--- src/rtl/dev_test_fifo_pkg.sv ---
// Shared constants for the dev test FIFO block: register map, STATUS layout,
// interrupt FSM states.
package dev_test_fifo_pkg;

  localparam logic [1:0] REG_DATA   = 2'd0;
  localparam logic [1:0] REG_STATUS = 2'd1;
  localparam logic [1:0] REG_CTRL   = 2'd2;
  localparam logic [1:0] REG_THRESH = 2'd3;

  localparam int ST_IN_EMPTY  = 16;
  localparam int ST_OUT_FULL  = 17;
  localparam int ST_UNDERFLOW = 18;
  localparam int ST_OVERFLOW  = 19;

  localparam int CTRL_IRQ_EN = 0;
  localparam int CTRL_CLR    = 1;

  localparam logic [11:0] STATS_BASE = 12'h800;

  typedef enum logic {
    IRQ_IDLE = 1'b0,
    IRQ_REQ  = 1'b1
  } irq_state_e;

  // A programmed threshold of zero behaves as one.
  function automatic logic [7:0] eff_thresh(input logic [7:0] t);
    return (t == 8'd0) ? 8'd1 : t;
  endfunction

endpackage

--- src/rtl/dev_fifo.sv ---
// DEPTH x 32 synchronous FIFO. A push on a full FIFO is accepted only when a
// pop completes in the same cycle; callers gate push further if they need to.
module dev_fifo #(
  parameter int DEPTH = 16
) (
  input  logic                    clk,
  input  logic                    rst,
  input  logic                    push,
  input  logic [31:0]             wdata,
  input  logic                    pop,
  output logic [31:0]             rdata,
  output logic                    full,
  output logic                    empty,
  output logic [$clog2(DEPTH):0]  count
);
  localparam int AW = $clog2(DEPTH);

  logic [31:0]   mem [DEPTH];
  logic [AW-1:0] wr_ptr, rd_ptr;
  logic          do_push, do_pop;

  assign empty   = (count == '0);
  assign full    = (count == (AW+1)'(DEPTH));
  assign do_pop  = pop && !empty;
  assign do_push = push && (!full || do_pop);
  assign rdata   = mem[rd_ptr];

  // Pointers are exactly AW bits wide, so they wrap modulo DEPTH naturally.
  always_ff @(posedge clk or posedge rst) begin
    if (rst) begin
      wr_ptr <= '0;
      rd_ptr <= '0;
      count  <= '0;
    end else begin
      if (do_push) wr_ptr <= wr_ptr + 1'b1;
      if (do_pop)  rd_ptr <= rd_ptr + 1'b1;
      case ({do_push, do_pop})
        2'b10:   count <= count + 1'b1;
        2'b01:   count <= count - 1'b1;
        default: ;
      endcase
    end
  end

  always_ff @(posedge clk) begin
    if (do_push) mem[wr_ptr] <= wdata;
  end

endmodule

--- src/rtl/dev_test_fifo.sv ---
// Per-channel testbench<->CPU mailbox FIFOs behind a 32-bit register bus with
// threshold interrupt. Define DEV_TEST_FIFO_STATS_EN for TOTAL_IN/TOTAL_OUT counters.
module dev_test_fifo
  import dev_test_fifo_pkg::*;
#(
  parameter int CHANNELS = 2,
  parameter int DEPTH    = 16
) (
  input  logic                      clk,
  input  logic                      rst,
  input  logic                      bus_req,
  input  logic                      bus_we,
  input  logic [31:0]               bus_addr,
  input  logic [3:0]                bus_be,
  input  logic [31:0]               bus_wdata,
  output logic [31:0]               bus_rdata,
  output logic                      bus_ack,
  input  logic                      int_fin_i,
  output logic                      int_req_o,
  input  logic [CHANNELS-1:0]       tb_in_valid,
  output logic [CHANNELS-1:0]       tb_in_ready,
  input  logic [CHANNELS-1:0][31:0] tb_in_data,
  output logic [CHANNELS-1:0]       tb_out_valid,
  input  logic [CHANNELS-1:0]       tb_out_ready,
  output logic [CHANNELS-1:0][31:0] tb_out_data
);
  localparam int CW = $clog2(DEPTH) + 1;

  logic [11:0] a12;
  logic [1:0]  reg_sel;
  logic        reg_hit, rd, wr;
  logic        unused_addr;

  assign a12         = bus_addr[11:0];
  assign reg_sel     = a12[3:2];
  assign reg_hit     = !a12[11] && (int'(a12[10:4]) < CHANNELS);
  assign rd          = bus_req && !bus_we;
  assign wr          = bus_req && bus_we;
  assign unused_addr = ^bus_addr[31:12];

  logic [CHANNELS-1:0]         ch_sel, in_pop, in_push, out_push, ctrl_wr, thr_wr;
  logic [CHANNELS-1:0]         in_full, in_empty, out_full, out_empty, pending;
  logic [CHANNELS-1:0][31:0]   in_head;
  logic [CHANNELS-1:0][CW-1:0] in_cnt, out_cnt;
  logic [CHANNELS-1:0]         unf, ovf, irq_en;
  logic [CHANNELS-1:0][7:0]    thresh;

  for (genvar c = 0; c < CHANNELS; c++) begin : g_ch
    assign ch_sel[c]       = reg_hit && (int'(a12[10:4]) == c);
    assign in_pop[c]       = rd && ch_sel[c] && (reg_sel == REG_DATA);
    assign out_push[c]     = wr && ch_sel[c] && (reg_sel == REG_DATA) && (bus_be == 4'hF);
    assign ctrl_wr[c]      = wr && ch_sel[c] && (reg_sel == REG_CTRL);
    assign thr_wr[c]       = wr && ch_sel[c] && (reg_sel == REG_THRESH);
    // A full input FIFO refuses the testbench even if the CPU pops this cycle.
    assign tb_in_ready[c]  = !in_full[c];
    assign in_push[c]      = tb_in_valid[c] && tb_in_ready[c];
    assign tb_out_valid[c] = !out_empty[c];
    assign pending[c]      = irq_en[c] && (8'(in_cnt[c]) >= eff_thresh(thresh[c]));

    dev_fifo #(.DEPTH(DEPTH)) u_in (
      .clk   (clk),
      .rst   (rst),
      .push  (in_push[c]),
      .wdata (tb_in_data[c]),
      .pop   (in_pop[c]),
      .rdata (in_head[c]),
      .full  (in_full[c]),
      .empty (in_empty[c]),
      .count (in_cnt[c])
    );

    dev_fifo #(.DEPTH(DEPTH)) u_out (
      .clk   (clk),
      .rst   (rst),
      .push  (out_push[c]),
      .wdata (bus_wdata),
      .pop   (tb_out_ready[c]),
      .rdata (tb_out_data[c]),
      .full  (out_full[c]),
      .empty (out_empty[c]),
      .count (out_cnt[c])
    );
  end

  always_ff @(posedge clk or posedge rst) begin
    if (rst) begin
      unf    <= '0;
      ovf    <= '0;
      irq_en <= '0;
      thresh <= {CHANNELS{8'd1}};
    end else begin
      for (int c = 0; c < CHANNELS; c++) begin
        if (in_pop[c] && in_empty[c]) unf[c] <= 1'b1;
        // A full output FIFO only drops the word if the testbench is not draining.
        if (out_push[c] && out_full[c] && !tb_out_ready[c]) ovf[c] <= 1'b1;
        if (ctrl_wr[c]) begin
          irq_en[c] <= bus_wdata[CTRL_IRQ_EN];
          if (bus_wdata[CTRL_CLR]) begin
            unf[c] <= 1'b0;
            ovf[c] <= 1'b0;
          end
        end
        if (thr_wr[c]) thresh[c] <= bus_wdata[7:0];
      end
    end
  end

`ifdef DEV_TEST_FIFO_STATS_EN
  logic [CHANNELS-1:0][31:0] total_in, total_out;
  logic [CHANNELS-1:0]       out_acc;

  for (genvar c = 0; c < CHANNELS; c++) begin : g_acc
    assign out_acc[c] = out_push[c] && (!out_full[c] || tb_out_ready[c]);
  end

  always_ff @(posedge clk or posedge rst) begin
    if (rst) begin
      total_in  <= '0;
      total_out <= '0;
    end else begin
      for (int c = 0; c < CHANNELS; c++) begin
        if (in_push[c]) total_in[c]  <= total_in[c] + 32'd1;
        if (out_acc[c]) total_out[c] <= total_out[c] + 32'd1;
      end
    end
  end
`endif

  logic [31:0] rd_mux;

  always_comb begin
    rd_mux = '0;
    for (int c = 0; c < CHANNELS; c++) begin
      if (ch_sel[c]) begin
        case (reg_sel)
          REG_DATA:   rd_mux = in_empty[c] ? 32'd0 : in_head[c];
          REG_STATUS: begin
            rd_mux[7:0]          = 8'(in_cnt[c]);
            rd_mux[15:8]         = 8'(out_cnt[c]);
            rd_mux[ST_IN_EMPTY]  = in_empty[c];
            rd_mux[ST_OUT_FULL]  = out_full[c];
            rd_mux[ST_UNDERFLOW] = unf[c];
            rd_mux[ST_OVERFLOW]  = ovf[c];
          end
          REG_CTRL:   rd_mux[CTRL_IRQ_EN] = irq_en[c];
          default:    rd_mux[7:0] = thresh[c];
        endcase
      end
`ifdef DEV_TEST_FIFO_STATS_EN
      if (a12[11] && (int'(a12[10:3]) == c))
        rd_mux = a12[2] ? total_out[c] : total_in[c];
`endif
    end
  end

  always_ff @(posedge clk or posedge rst) begin
    if (rst) begin
      bus_ack   <= 1'b0;
      bus_rdata <= '0;
    end else begin
      bus_ack   <= bus_req;
      bus_rdata <= rd ? rd_mux : 32'd0;
    end
  end

  irq_state_e irq_q, irq_d;

  always_ff @(posedge clk or posedge rst) begin
    if (rst) irq_q <= IRQ_IDLE;
    else     irq_q <= irq_d;
  end

  // Leaving REQ always passes through IDLE, guaranteeing a low cycle between requests.
  always_comb begin
    irq_d = irq_q;
    case (irq_q)
      IRQ_IDLE: if (|pending) irq_d = IRQ_REQ;
      IRQ_REQ:  if (int_fin_i) irq_d = IRQ_IDLE;
      default:  irq_d = IRQ_IDLE;
    endcase
  end

  assign int_req_o = (irq_q == IRQ_REQ);

endmodule

--- config.mk ---
export PLATFORM = sky130hd
export DESIGN_NAME = dev_test_fifo
export DESIGN_NICKNAME = d
export VERILOG_FILES = /design/src/rtl/dev_test_fifo_pkg.sv /design/src/rtl/dev_fifo.sv /design/src/rtl/dev_test_fifo.sv
export SDC_FILE = /design/constraint.sdc
export NUM_CORES = 2
export LEC_CHECK = 0
export CORE_MARGIN = 2
export CORE_UTILIZATION = 35
export CTS_BUF_LIST = sky130_fd_sc_hd__clkbuf_16
export CTS_CLUSTER_SIZE = 30
export DETAILED_ROUTE_END_ITERATION = 8
export GPL_ROUTABILITY_DRIVEN = 0
export PLACE_DENSITY_LB_ADDON = 0.1
export SYNTH_ARGS = -nofsm -noshare
export SYNTH_HDL_FRONTEND = slang
export SYNTH_SLANG_ARGS = --single-unit
--- constraint.sdc ---
create_clock -name clk -period 9.25 [get_ports clk]
set_input_delay 1.85 -clock clk [delete_from_list [all_inputs] [get_ports clk]]
set_output_delay 1.85 -clock clk [all_outputs]
set_load 0.1 [all_outputs]
==> impl_metrics.env <==
export IMPL_cts_hold_fix_buffers=0
export IMPL_insertion_delay_ns=0.85
export IMPL_postSynthCellCount=3569
export IMPL_die_h_um=491
export IMPL_h_tree_depth=4
export IMPL_ys_types=62
export IMPL_core_area_mm2=0.235
export IMPL_synthMuxAreaShare_pct=17.4
export IMPL_die_area_mm2=0.241
export IMPL_synth_xor_area_share_pct=0.507
export IMPL_synth_async_reset_ratio_pct=5.01
export IMPL_min_period_ns=6.61
export IMPL_rr_startpoint="g_ch[1].u_in.rd_ptr[1]"
export IMPL_arrival_ns=4.76
export IMPL_critPathMaxFanout=95
export IMPL_setup_tns_ns=0
export IMPL_layout_drive_gt1_share_pct=28.0
export IMPL_row_count=178
export IMPL_synth_seq_cells=2156
export IMPL_end_kind="primary output"
export IMPL_hp_start="ovf[1]"
export IMPL_critPathKind="reg -> out"
export IMPL_wl_per_cell_um=29.4
export IMPL_cts_sinks=2156
export IMPL_setup_viol=0
export IMPL_grt_pass1_vias=39700
export IMPL_drv_cap=0
export IMPL_synth_edf_count=2048
export IMPL_worstSetupStartpoint="g_ch[1].u_out.rd_ptr[0]"
export IMPL_clk_pin_slew_ns=0.06
export IMPL_synth_flop_cell="edfxtp_1"
export IMPL_numCtsBuffers=225
export IMPL_synth_area_mm2=0.0830
export IMPL_vias=37600
export IMPL_synth_nets=3756
export IMPL_nNetsFinal=4127
export IMPL_portBuffers=220
export IMPL_yosys_top_cells_area="edfxtp_1, mux4_2, dfrtp_1"
export IMPL_peakVddDrop_uv=472
export IMPL_finalHoldViolations=0
export IMPL_tightest_slew_ns=1.26
export IMPL_skew_ns=0.0304
export IMPL_first_iter_violations=3110
export IMPL_synth_compound_area_share_pct=1.32
export IMPL_r2r_slack_ns=5.25
export IMPL_fin_hold_ws_ns=0.503
export IMPL_stdcell_area_mm2=0.0968
export IMPL_critPathRequiredTime_ns=7.40
export IMPL_start_util_pct=35.3
export IMPL_period_share_pct=71.5
export IMPL_hp_class="reg -> reg"
export IMPL_drc_errors=0
export IMPL_grt_pass1_wl_um=305000
export IMPL_grt_overflow_total=0
export IMPL_final_antenna_net_count=0
export IMPL_status="completed"
export IMPL_post_cts_buffers=0
export IMPL_root_buffer="clkbuf_16"
export IMPL_first_pass_iters=5
export IMPL_ys_seq_area_share_pct=77.4
export IMPL_clock_fmax_ghz=0.151
export IMPL_slew_headroom_pct=16.0
export IMPL_grt_use_total_pct=17.7
export IMPL_synth_simple_area_share_pct=1.55
export IMPL_vias_per_cell=5.17
export IMPL_final_core_util_pct=41.1
export IMPL_netlist_area_leader_share_pct=74.1
export IMPL_grt_antenna_before_repair=22
export IMPL_dpl_hpwl_um=114000
export IMPL_placed_area_mm2=0.0896
export IMPL_ios=243
export IMPL_synth_top_family_by_area="multiplexers"
export IMPL_cts_resized=0
export IMPL_routed_wl_um=214000
export IMPL_grt_max_degree=102
export IMPL_cp_start_kind="register"
export IMPL_pwr_density_cell_mw_per_mm2=279
export IMPL_synth_top_cell_by_area="edfxtp_1"
export IMPL_cts_tree="built"
export IMPL_die_w_um=491
export IMPL_area_growth_pct=16.6
export IMPL_synth_adder_area_share_pct=0.712
export IMPL_synth_avg_cell_area_um2=23.3
export IMPL_clk_path_buf_depth=3
export IMPL_leakagePower_nw=30.1
export IMPL_rsz0062_at_grt="no"
export IMPL_slew_viol_final=0
export IMPL_yosysWarnings=0
critical path: stages (launching register included):
cell	delay, ns
dfrtp_4	0.94
buf_12	0.70
mux4_2	0.60
mux4_2	0.47
clkdlybuf4s50_1	1.11
logic make-up after synthesis:
group,Yosys count
compound gates,163
fa+ha+maj,46
flops,2156
buf+inv,231
xor+xnor,48
mux,676
simple gates,249
where the power goes:
group          internal (mW)  switching, mW  leakage [nW]
registers               11.2          0.581          19.8
clock network           4.96           3.81          3.68
logic                   2.28           4.10          6.62
cell type report:
cell class	count	area, um^2
diodes	6	15.0
clock buffers	226	5660
clock inverters	194	1510
fillers	20600	139000
inverters	47	184
multi-input cells	1182	18200
flip-flops and latches	2156	64300
well taps	3150	3940
repair buffers	328	3050
state kept, by name, summed over array words and instances, names as in the netlist:
signal	cells
g_ch.u_in.rd_ptr	8
thresh	16
int_req_o	1
g_ch.u_in.mem	1024
bus_ack	1
g_ch.u_out.mem	1024
g_ch.u_out.count	10
irq_en	2
g_ch.u_out.rd_ptr	8
ovf	2
unf	2
g_ch.u_out.wr_ptr	8
bus_rdata	32
g_ch.u_in.count	10
g_ch.u_in.wr_ptr	8
layer usage:
metal  up-vias  wire [um]  global-route usage [%]  share of wire [%]
met5         -        123                       0              0.057
met1     20600      90100                    23.3                 42
met3       349       8870                    2.99                4.1
met4        20       6690                    5.48                3.1
met2       775     109000                    30.0                 51
li1      15900          -                       -                  -
Yosys cell counts, types with 6 or more instances:
library cell  number
a21oi_1           34
mux2i_1           40
xnor2_1           33
nand3_1           11
dfrtp_1          106
nor3_1            20
nor2b_1           16
o21ai_0           38
mux2_2            25
a22o_1            21
nor2_1            61
nand2_1           63
nor4_1            17
nand2b_1           9
xor2_1            15
clkbuf_1          77
nand4_1            8
and2_1            26
a22oi_1           18
ha_1              44
buf_1             38
inv_1             44
mux4_2           610
buf_2             66
a211oi_1          17
a21o_1             6
edfxtp_1        2048
layout by cell type (no fill, tap or decap), drive strengths merged, types with 11 or more instances in the layout:
cell type / n
edfxtp: 2048
mux4: 610
clkbuf: 226
clkdlybuf4s50: 219
clkinv: 121
buf: 109
dfrtp: 106
inv: 95
nand2: 63
nor2: 61
ha: 44
mux2i: 40
o21ai: 38
a21oi: 34
xnor2: 33
mux2: 26
and2: 26
nor3: 22
a22o: 21
bufinv: 19
nor4: 19
a22oi: 18
a211oi: 17
nor2b: 16
xor2: 15
nand3: 11
through the flow:
step           power, mW  std cells  setup WS [ns]
2_1_floorplan       16.6       3569           2.41
6_report            27.0       7289           2.64
4_1_cts             27.4       7283           2.42
3_3_place_gp        18.5       6863           3.32
5_1_grt             28.0       7285           2.31
3_5_place_dp        18.6       6863           3.26
path summary, 6_finish.rpt:
path,depth (start not counted),end
max,4,tb_out_data[61]
min,2,ovf[1]
max reg2reg,7,bus_rdata[12]
min reg2reg,2,ovf[1]
max in group asynchronous,3,g_ch[1].u_in.rd_ptr[0]
min in group asynchronous,2,bus_ack
Note: power is estimated with default switching activity, not from simulation.
